[config.mk]
export PLATFORM = sky130hd
export DESIGN_NAME = sprite_dma
export DESIGN_NICKNAME = d
export VERILOG_FILES = /design/src/rtl/sprite_dma.sv
export SDC_FILE = /design/constraint.sdc
export NUM_CORES = 1
export LEC_CHECK = 0
export ABC_AREA = 1
export BUFFER_PORTS_ARGS = -buffer_cell sky130_fd_sc_hd__buf_2
export CORE_MARGIN = 2
export CORE_UTILIZATION = 45
export CTS_BUF_LIST = sky130_fd_sc_hd__clkbuf_8
export CTS_CLUSTER_SIZE = 12
export DETAILED_ROUTE_END_ITERATION = 12
export GPL_TIMING_DRIVEN = 0
export PLACE_DENSITY = 0.71
export SLEW_MARGIN = 0
export SYNTH_ARGS = -nofsm -noshare
export SYNTH_HDL_FRONTEND = slang
export SYNTH_SLANG_ARGS = --single-unit
[constraint.sdc]
create_clock -name clock -period 9.19 [get_ports clock]
set_input_delay 1.838 -clock clock [delete_from_list [all_inputs] [get_ports clock]]
set_output_delay 1.838 -clock clock [all_outputs]
set_load 0.01 [all_outputs]
[src/rtl/sprite_dma.sv]
// Sprite/object buffer DMA: copies a byte block from a one-cycle-latency source
// into the buffer RAM's port A, or fills a region of it with a constant.
//
// state | meaning
// IDLE  | waiting for start; transfer parameters latched on start
// RD    | source read request presented, held while src_wait is high
// WR    | returned source byte written to the destination
// FILL  | constant written to the destination, one byte per cycle
// DONE  | one-cycle completion pulse
module sprite_dma #(
    parameter int addr_width_g = 8,
    parameter int data_width_g = 8
) (
    input  logic                      clock,
    input  logic                      reset,
    input  logic                      start,
    input  logic                      fill_mode,
    input  logic [data_width_g-1:0]   fill_value,
    input  logic [15:0]               src_base,
    input  logic [addr_width_g-1:0]   dst_base,
    input  logic [addr_width_g:0]     len,
    output logic                      src_rd,
    output logic [15:0]               src_addr,
    input  logic                      src_wait,
    input  logic [data_width_g-1:0]   src_data,
    output logic                      dst_enable,
    output logic                      dst_wren,
    output logic [addr_width_g-1:0]   dst_address,
    output logic [data_width_g-1:0]   dst_data,
    output logic                      busy,
    output logic                      done
);

    localparam int cnt_width_c = addr_width_g + 1;

    typedef enum logic [2:0] {IDLE, RD, WR, FILL, DONE} state_t;

    state_t                    state, state_n;
    logic [cnt_width_c-1:0]    cnt, cnt_n, cnt_inc;
    logic [cnt_width_c-1:0]    len_q, len_n, len_eff;
    logic [15:0]               src_base_q, src_base_n;
    logic [addr_width_g-1:0]   dst_base_q, dst_base_n;
    logic [data_width_g-1:0]   fill_q, fill_n;

    logic                      src_rd_n;
    logic [15:0]               src_addr_n;
    logic                      dst_wr_n;
    logic [addr_width_g-1:0]   dst_address_n;

    // Counts above the buffer size are clamped to one full pass of the buffer.
    assign len_eff = len[addr_width_g] ? {1'b1, {addr_width_g{1'b0}}} : len;
    assign cnt_inc = cnt + cnt_width_c'(1);

    always_comb begin
        state_n    = state;
        cnt_n      = cnt;
        len_n      = len_q;
        src_base_n = src_base_q;
        dst_base_n = dst_base_q;
        fill_n     = fill_q;
        case (state)
            IDLE: begin
                if (start) begin
                    len_n      = len_eff;
                    src_base_n = src_base;
                    dst_base_n = dst_base;
                    fill_n     = fill_value;
                    cnt_n      = '0;
                    if (len_eff == '0)
                        state_n = DONE;
                    else if (fill_mode)
                        state_n = FILL;
                    else
                        state_n = RD;
                end
            end
            RD: begin
                if (!src_wait)
                    state_n = WR;
            end
            WR: begin
                cnt_n   = cnt_inc;
                state_n = (cnt_inc == len_q) ? DONE : RD;
            end
            FILL: begin
                cnt_n   = cnt_inc;
                state_n = (cnt_inc == len_q) ? DONE : FILL;
            end
            DONE: begin
                state_n = IDLE;
            end
            default: begin
                state_n = IDLE;
            end
        endcase
    end

    // Strobes and addresses are registered from the next state so they line up
    // with the cycle that state is occupied.
    always_comb begin
        src_rd_n      = (state_n == RD);
        src_addr_n    = src_rd_n ? (src_base_n + 16'(cnt_n)) : 16'h0000;
        dst_wr_n      = (state_n == WR) || (state_n == FILL);
        dst_address_n = dst_wr_n ? (dst_base_n + cnt_n[addr_width_g-1:0]) : '0;
    end

    always_ff @(posedge clock) begin
        if (reset) begin
            state       <= IDLE;
            cnt         <= '0;
            len_q       <= '0;
            src_base_q  <= '0;
            dst_base_q  <= '0;
            fill_q      <= '0;
            src_rd      <= 1'b0;
            src_addr    <= '0;
            dst_enable  <= 1'b0;
            dst_wren    <= 1'b0;
            dst_address <= '0;
            busy        <= 1'b0;
            done        <= 1'b0;
        end else begin
            state       <= state_n;
            cnt         <= cnt_n;
            len_q       <= len_n;
            src_base_q  <= src_base_n;
            dst_base_q  <= dst_base_n;
            fill_q      <= fill_n;
            src_rd      <= src_rd_n;
            src_addr    <= src_addr_n;
            dst_enable  <= dst_wr_n;
            dst_wren    <= dst_wr_n;
            dst_address <= dst_address_n;
            busy        <= src_rd_n || dst_wr_n;
            done        <= (state_n == DONE);
        end
    end

    // Copy data passes straight through; the source holds it for the whole WR cycle.
    assign dst_data = (state == WR)   ? src_data :
                      (state == FILL) ? fill_q   : '0;

endmodule

==> impl_metrics.yaml, run 1 <==
power_and_ir_drop:
  vdd.ir_drop.worst_mv: 0.0854
  p_int_uw: 624
  leakagePower_uw: 0.00254
  total_power_uw: 896
  seq_power_share_pct: 43.9
  comb_power_share_pct: 22.8
  p_sw_uw: 272
  p_sw_share_pct: 30.4
  power_frac_clock_pct: 33.4
  power_density_mw_per_mm2: 179
synthesis:
  synth_edf_count: 0
  synthTopCellsByArea: "dfxtp_1 39%, nand2_1 9.4%, inv_1 7.6%"
  ys_seq_area_share_pct: 38.8
  yosys_warnings: 0
  ys_ff_latch: 81
  synth_top_area_cell: "dfxtp_1"
  synth_cell_type_count: 42
  avgSynthCellArea_um2: 7.16
  async_reset_ff_share_pct: 0
  synth_flop_cell: "dfxtp_1"
  synth_most_common_cell: "nand2_1"
  synth_commonest_cells: "105 x nand2_1, 85 x inv_1, 85 x nor2_1"
  syn_inst: 584
  synth_top_area_share_pct: 38.8
  synthesis.area_mm2: 0.00418
  synth_nets: 657
cells_and_area:
  layout.nets: 758
  finish.utilization_pct: 54.9
  fin_cells: 801
  diodes: 0
  fill_cells: 895
  regArea_mm2: 0.00162
  final_layout_size_suffix_gt1_share_pct: 22.0
  syn_to_final_growth_pct: 19.5
  multi_input_area_mm2: 0.00216
route:
  drt_wl_total_mm: 9.72
  wl_per_cell_um: 12.1
  viasPerCell: 4.78
  firstDrtPassIters: 4
  drc: 0
  ant_nets: 0
  vias: 3826
  drtIter0Drc: 198
clocking:
  clock_sinks: 81
  clk_pin_slew_ns: 0.09
  cts_resized: 0
  root_buffer: "clkbuf_8"
  clk_latency_ns: 0.36
  clock_path_buffers: 2
  post_cts_buffers: 0
  cts-htree-levels: 3
  numCtsBuffers: 9
  cts_tree: "done"
  hold_buffers: 0
sta:
  finalMaxSlewViolations: 0
  fin_crit_ns: 4.58
  skew_ns: 0.00982
  slew_headroom_pct: 49.2
  fmax_mhz: 218
  report.final.hold_viol_count: 0
  tightest_slew_ns: 0.758
  rsz0062_at_grt: "false"
  finalCritPeriodShare_pct: 49.8
  fin_setup_tns_ns: 0
  setup_viol: 0
status:
  status: "finished, final reports clean"
setup_path:
  critPathKind: "primary input to flip-flop"
  cp.depth: 19
  r2r_start: "state[1]"
  r2r_cells: 19
  end_kind: "flip-flop"
  crit_path_start_kind: "primary input"
  crit_required_ns: 9.45
  crit_path_cell_trace: "buf_2 > nand2_1 > inv_1 > clkbuf_1 > or2_2 > o21ai_0 > inv_1 > ha_1 > inv_1 > fa_1 > o21ai_0 > nand2_1 > nand3_1 > nand2_1 > nand2_1 > nand3_1 > xor2_1 > inv_1 > nor2_2"
  cp.arrival_ns: 4.84
  path_buf_inv: 6
  reg2reg_slack_ns: 5.55
  slowest_delay_ns: 0.44
  cp_max_fo: 10
  cpMaxStageDelayCell: "clkbuf_1"
  critical_path.top_delay_family: "buffers and inverters"
  reg2reg_to: "src_addr[14]"
die:
  ioPinCount: 91
  die_h_um: 100
  fp-row-count: 35
  die_x_um: 100
  start_util_pct: 45.9
  core_area_mm2: 0.00911
  dieArea_mm2: 0.0101
global_routing:
  grt_pass1_vias: 3545
  gr-total-overflow: 0
  track_usage_pct: 19.9
  antenna_found_initial: 0
  grt_first_pass_wirelength_mm: 16.0
  grt_max_degree: 15
flow_run:
  maxCapViolCount: 0
hold_path:
  hp-class: "flip-flop to flip-flop"
  worstHoldPathCells: 2
  hold_path.startpoint: "len_q[2]"
  holdPathEnd: "len_q[2]"
placed_design:
  dp_hpwl_mm: 7.51
  place_inst: 785
  place.port_buffers: 90
  gp_congestion: 0.887
[power by group through the flow]
stage / clock network, uW / logic (uW) / registers (uW)
after floorplan: 0 / 141 / 405
after global placement: 0 / 200 / 400
after detailed placement: 0 / 204 / 401
after CTS: 304 / 205 / 393
after global routing: 320 / 232 / 397
final: 299 / 204 / 393
[sequential cells by signal, indices dropped and copies added (netlist names)]
name and flops:
busy 1, cnt 9, done 1, dst_address 8
dst_base_q 8, dst_wren 1, fill_q 8, len_q 9
src_addr 16, src_base_q 16, src_rd 1, state 3
[tightest hold or removal path: stages (launching register included)]
cell and delay (ns):
dfxtp_1 0.31, inv_1 0.07, a21oi_1 0.06
[through the flow]
| step | hold WS, ns | setup WS (ns) | area (um^2) |
|---|---|---|---|
| after floorplan | 0.444 | 5.00 | 4180 |
| after global placement | 0.465 | 4.30 | 4770 |
| after detailed placement | 0.471 | 4.24 | 4770 |
| after CTS | 0.483 | 4.62 | 5000 |
| after global routing | 0.498 | 4.32 | 5000 |
| final | 0.478 | 4.61 | 5000 |
[worst max-delay path by stage]
stage	start	endpoint	slack [ns]
after floorplan	start	src_addr[14]	5.00
after global placement	start	src_addr[14]	4.30
after detailed placement	start	src_addr[14]	4.24
after CTS	start	src_addr[14]	4.62
after global routing	start	src_addr[14]	4.32
final	start	src_addr[14]	4.61
[placed cells by master, fill, tap and decap left out, drive strengths merged]
master and count:
nand4 2, nand2 109, nor3b 1, xnor2 7, ha 17, a211oi 3, or2 18, mux2i 2
a21oi 29, bufinv 2, nand3b 2, nor2 97, and2 1, clkinv 2, inv 87, clkinvlp 1
o21ai 46, nor3 6, a31oi 1, fa 2, buf 96, o22ai 1, a21o 2, nand3 36
clkbuf 21, a22oi 1, o21a 1, o21bai 4, xor2 11, xnor3 1, dfxtp 81
[cells by family (layout without fill, tap and decap cells)]
group                      count (synthesis)  in the layout  synth area share, %
xor gates and xnor gates                  19             19                 4.31
DFF                                       81             81                 38.8
adders and majority gates                 19             19                 6.04
AOI/OAI and AO/OA                         88             88                 11.7
and+or+nand+nor                          272            272                 29.0
buffers and inverters                    103            209                 9.69
muxes                                      2              2                0.478
[final cells by class]
class,count,share of cell area (%)
inverters,86,6.45
flip-flops and latches,81,32.4
clock inverters,6,1.80
clock buffers,10,2.75
well taps,111,2.78
plain buffers,17,1.65
repair buffers,90,9.01
multi-input cells,400,43.1
[metal layers]
layer / part of all wire, % / global-route usage (%) / vias up
met4: 2.3 / 7.80 / 0
li1: - / - / 2035
met5: 0 / 0 / -
met1: 47 / 25.4 / 1663
met3: 5.6 / 4.11 / 18
met2: 45 / 32.9 / 110
Power figures use the tool's default switching activity.
==> inputs of run 2 (changes only) <==
- PLACE_DENSITY: 0.71 -> 0.74
- clock period: 9.19 -> 4.2 ns (I/O delays scaled with it)
==> run 2 against run 1 <==
Effect of this change:
- sequential share of layout area up 0.12 points
- worst hold slack better by 0.0053 ns
- worst setup slack worse by 4.0 ns
- cell count down 0.12%
- total power up 110%
- via count down 0.34%
- critical path depth unchanged
- die area unchanged
- utilization down 0.21 points
- global-route usage up 0.13 points
- routed wire length down 0.79%
- clock skew down 0.0047 ns
- critical path type unchanged
- largest power group unchanged
==> impl_metrics.yaml, run 2 (synthesized netlist as in run 1, its figures left out) <==
clocking:
  clock_path_buffers: 2
  cts-htree-levels: 3
  numCtsBuffers: 9
  cts_resized: 0
  cts_tree: "done"
  post_cts_buffers: 0
  clk_latency_ns: 0.35
  clk_pin_slew_ns: 0.08
  clock_sinks: 81
  hold_buffers: 0
  root_buffer: "clkbuf_8"
placed_design:
  gp_congestion: 0.864
  place.port_buffers: 90
  dp_hpwl_mm: 7.59
route:
  firstDrtPassIters: 4
  vias: 3813
  drtIter0Drc: 189
  drc: 0
  viasPerCell: 4.77
  drt_wl_total_mm: 9.64
  wl_per_cell_um: 12.1
  ant_nets: 0
die:
  fp-row-count: 35
  start_util_pct: 45.9
  dieArea_mm2: 0.0101
  ioPinCount: 91
  die_x_um: 100
  die_h_um: 100
  core_area_mm2: 0.00911
cells_and_area:
  layout.nets: 758
  diodes: 0
  reg_top3: "src_addr (16), src_base_q (16)"
  final_layout_size_suffix_gt1_share_pct: 21.8
  syn_to_final_growth_pct: 19.1
  finish.utilization_pct: 54.7
  final_common_cell: "nand2_1"
  final_cell_mix: "105 x nand2_1, 93 x buf_2, 86 x inv_1"
sta:
  fmax_mhz: 276
  slew_headroom_pct: 51.6
  fin_setup_tns_ns: 0
  rsz0062_at_grt: "false"
  report.final.hold_viol_count: 0
  fin_crit_ns: 3.62
  finalCritPeriodShare_pct: 86.2
  finalMaxSlewViolations: 0
  tightest_slew_ns: 0.722
  setup_viol: 0
  skew_ns: 0.00516
setup_path:
  slowest_delay_ns: 0.44
  crit_path_start_kind: "primary input"
  crit_path_cell_trace: "buf_2 > nand2_1 > inv_1 > clkbuf_1 > or2_2 > o21ai_0 > inv_1 > ha_1 > inv_1 > fa_1 > o21ai_0 > nand2_1 > nand3_1 > nand2_1 > nand2_1 > nand3_1 > xor2_1 > inv_1 > nor2_2"
  cp.arrival_ns: 3.87
  critical_path.top_delay_family: "buffers and inverters"
  critPathKind: "primary input to flip-flop"
  path_buf_inv: 6
  cp_max_fo: 10
  end_kind: "flip-flop"
  cpMaxStageDelayCell: "clkbuf_1"
  crit_required_ns: 4.45
global_routing:
  antenna_found_initial: 0
  grt_first_pass_wirelength_mm: 16.1
  grt_pass1_vias: 3568
  track_usage_pct: 20.0
  gr-total-overflow: 0
  grt_max_degree: 14
power_and_ir_drop:
  power_density_mw_per_mm2: 384
  leakagePower_uw: 0.00253
  vdd.ir_drop.worst_mv: 0.173
flow_run:
  maxCapViolCount: 0
hold_path:
  hp-class: "flip-flop to flip-flop"
status:
  status: "finished, final reports clean"
==> run 2: final timing paths <==
check | slack, ns | from | cells after the start | to
worst max-delay path | 0.58 | start | 19 | src_addr[14]
worst min-delay path | 0.48 | len_q[3] | 2 | len_q[3]
worst max register to register | 0.60 | state[1] | 19 | src_addr[14]
worst min register to register | 0.48 | len_q[3] | 2 | len_q[3]
==> run 2: area by class of cell <==
type / instances / area, um^2
inverter: 86 / 323
multi-input combinational: 400 / 2160
timing repair buffer: 90 / 450
clock buffer: 9 / 124
sequential: 81 / 1620
buffer: 17 / 82.6
fill: 881 / 4130
tap: 111 / 139
clock inverter: 6 / 85.1
==> run 2: per-stage QoR <==
stage                     hold slack [ns]  worst slack, ns  cells  area, um^2  power (uW)
final                               0.484            0.578    800        4980        1920
after global routing                0.505            0.149    800        4980        2030
after CTS                           0.484            0.617    800        4980        1930
after detailed placement            0.473            0.246    785        4770        1320
after global placement              0.465            0.342    785        4770        1310
after floorplan                     0.444             1.01    584        4180        1190
==> run 2: worst register-to-register path: cells and delay by family, from the launching register on <==
| family | cells | cell delay [ns] |
|---|---|---|
| xor gates and xnor gates | 1 | 0.14 |
| and+or+nand+nor | 9 | 1.02 |
| buffers and inverters | 5 | 0.87 |
| AOI/OAI and AO/OA | 2 | 0.54 |
| adders and majority gates | 2 | 0.60 |
| DFF | 1 | 0.35 |
==> run 2: routing by layer <==
| metal | up-vias | global-route usage (%) | part of all wire (%) |
|---|---|---|---|
| met5 | - | 0 | 0 |
| met4 | 0 | 7.90 | 1.3 |
| met3 | 14 | 3.41 | 6.0 |
| met2 | 115 | 33.5 | 46 |
| met1 | 1642 | 25.7 | 47 |
| li1 | 2042 | - | - |
==> run 2: report_power, final <==
| group | internal [uW] | switching (uW) | total, uW | leakage [uW] |
|---|---|---|---|---|
| Clock | 329 | 279 | 608 | 0.000106 |
| Combinational | 175 | 272 | 447 | 0.00176 |
| Sequential | 837 | 23.2 | 860 | 0.000664 |
==> inputs of run 3 (changes only) <==
- PLACE_DENSITY: 0.74 -> 0.77
==> run 3 against run 2 <==
Effect of this change:
- utilization down 0.18 points
- maximum frequency up 4.1%
- sequential share of layout area up 0.11 points
- register-to-register slack better by 0.16 ns
- count of clock-buffer cells in the layout unchanged
- flip-flop and latch count unchanged
- first-iteration DRC count up 21%
- global-route usage down 0.57 points
- clock skew up 0.0035 ns
- design area down 0.33%
- routed wire length up 0.44%
- sequential power about the same
- critical path type unchanged
- highest routed layer unchanged
==> impl_metrics.yaml, run 3 (synthesized netlist as in run 1, its figures left out) <==
power_and_ir_drop:
  total_power_uw: 1870
  p_sw_uw: 582
  leakagePower_uw: 0.00253
  seq_power_share_pct: 46.1
  power_frac_clock_pct: 30.1
  p_sw_share_pct: 31.1
  vdd.ir_drop.worst_mv: 0.210
  power_density_mw_per_mm2: 376
  p_int_uw: 1290
  comb_power_share_pct: 23.9
flow_run:
  maxCapViolCount: 0
cells_and_area:
  fin_cells: 801
  final_layout_size_suffix_gt1_share_pct: 21.9
  final_cell_area_mm2: 0.00497
  multi_input_area_mm2: 0.00216
  final_cell_mix: "105 x nand2_1, 93 x buf_2, 86 x inv_1"
  diodes: 0
  regArea_mm2: 0.00162
  layout.nets: 758
  reg_top3: "src_addr (16), src_base_q (16)"
  syn_to_final_growth_pct: 18.7
  final_common_cell: "nand2_1"
  fill_cells: 882
clocking:
  cts_resized: 0
  root_buffer: "clkbuf_8"
  hold_buffers: 0
  clk_latency_ns: 0.34
  cts-htree-levels: 3
  clock_sinks: 81
  clock_path_buffers: 2
  post_cts_buffers: 0
  cts_tree: "done"
  numCtsBuffers: 9
  clk_pin_slew_ns: 0.08
sta:
  setup_viol: 0
  finalMaxSlewViolations: 0
  fin_crit_ns: 3.48
  skew_ns: 0.00863
  finalCritPeriodShare_pct: 82.9
  tightest_slew_ns: 0.688
  rsz0062_at_grt: "false"
  fmax_mhz: 287
  hold_ws_ns: 0.483
  fin_setup_tns_ns: 0
  slew_headroom_pct: 53.9
  report.final.hold_viol_count: 0
global_routing:
  grt_pass1_vias: 3552
  grt_first_pass_wirelength_mm: 15.7
  track_usage_pct: 19.4
  antenna_found_initial: 0
  grt_max_degree: 15
  gr-total-overflow: 0
status:
  status: "finished, final reports clean"
setup_path:
  reg2reg_to: "src_addr[12]"
  cp-startpoint: "start"
  crit_path_start_kind: "primary input"
  r2r_start: "state[1]"
  crit_required_ns: 4.49
  cp_max_fo: 10
  critPathKind: "primary input to flip-flop"
  r2r_cells: 19
  endpoint: "src_addr[12]"
  end_kind: "flip-flop"
  reg2reg_slack_ns: 0.76
  cp.arrival_ns: 3.77
route:
  drtIter0Drc: 228
  viasPerCell: 4.77
  firstDrtPassIters: 4
  vias: 3822
  drt_wl_total_mm: 9.69
  drc: 0
  ant_nets: 0
  wl_per_cell_um: 12.1
die:
  core_area_mm2: 0.00911
  dieArea_mm2: 0.0101
  fp-row-count: 35
  die_x_um: 100
  die_h_um: 100
  start_util_pct: 45.9
  ioPinCount: 91
placed_design:
  dp_hpwl_mm: 7.66
  placed_cell_area_mm2: 0.00477
  gp_congestion: 0.869
  place.port_buffers: 90
  place_inst: 785
hold_path:
  hp-class: "flip-flop to flip-flop"
==> run 3: worst min path at each step <==
stage | from | end | slack, ns | cells after the start
floorplan | len_q[0] | len_q[0] | 0.44 | 2
global placement | len_q[3] | len_q[3] | 0.47 | 2
detailed placement | len_q[2] | len_q[2] | 0.47 | 2
CTS | len_q[2] | len_q[2] | 0.48 | 2
global route | len_q[0] | len_q[0] | 0.50 | 2
finish | len_q[2] | len_q[2] | 0.48 | 2
==> run 3: power groups by stage <==
stage	clock [uW]	sequential, uW	combinational (uW)
final	562	861	446
after global routing	600	868	507
after CTS	575	861	448
after detailed placement	0	879	445
after global placement	0	876	434
after floorplan	0	886	309
==> run 3: layer usage <==
layer / vias up / wire length [um] / global-route usage, %
met5: - / 0 / 0
met4: 0 / 136 / 5.37
met2: 111 / 4530 / 33.7
met3: 11 / 501 / 4.53
li1: 2037 / - / -
met1: 1663 / 4520 / 24.2
==> run 3: worst max-delay path: stages <==
cell and delay [ns]:
buf_2 0.09, nand2_1 0.06, inv_1 0.19, clkbuf_1 0.39, or2_2 0.19, o21ai_0 0.09, inv_1 0.09, ha_1 0.19
inv_1 0.08, fa_1 0.41, o21ai_0 0.36, nand2_1 0.09, nand3_1 0.12, nand2_1 0.06, nand2_1 0.10, nand3_1 0.09
xor2_1 0.14, inv_1 0.07, nor2_2 0.10
==> run 3: area by class of cell <==
class / count / share of cell area [%]
clock inverter: 7 / 1.39
clock buffer: 9 / 2.49
multi-input combinational: 400 / 43.4
timing repair buffer: 90 / 9.07
inverter: 86 / 6.50
tap: 111 / 2.80
sequential: 81 / 32.7
buffer: 17 / 1.66
==> run 3: through the flow <==
stage | utilization [%] | worst slack [ns]
after global routing | 54.5 | 0.342
after floorplan | - | 1.01
after detailed placement | 52.4 | 0.362
after global placement | 52.4 | 0.371
after CTS | 54.5 | 0.714
final | 54.5 | 0.720
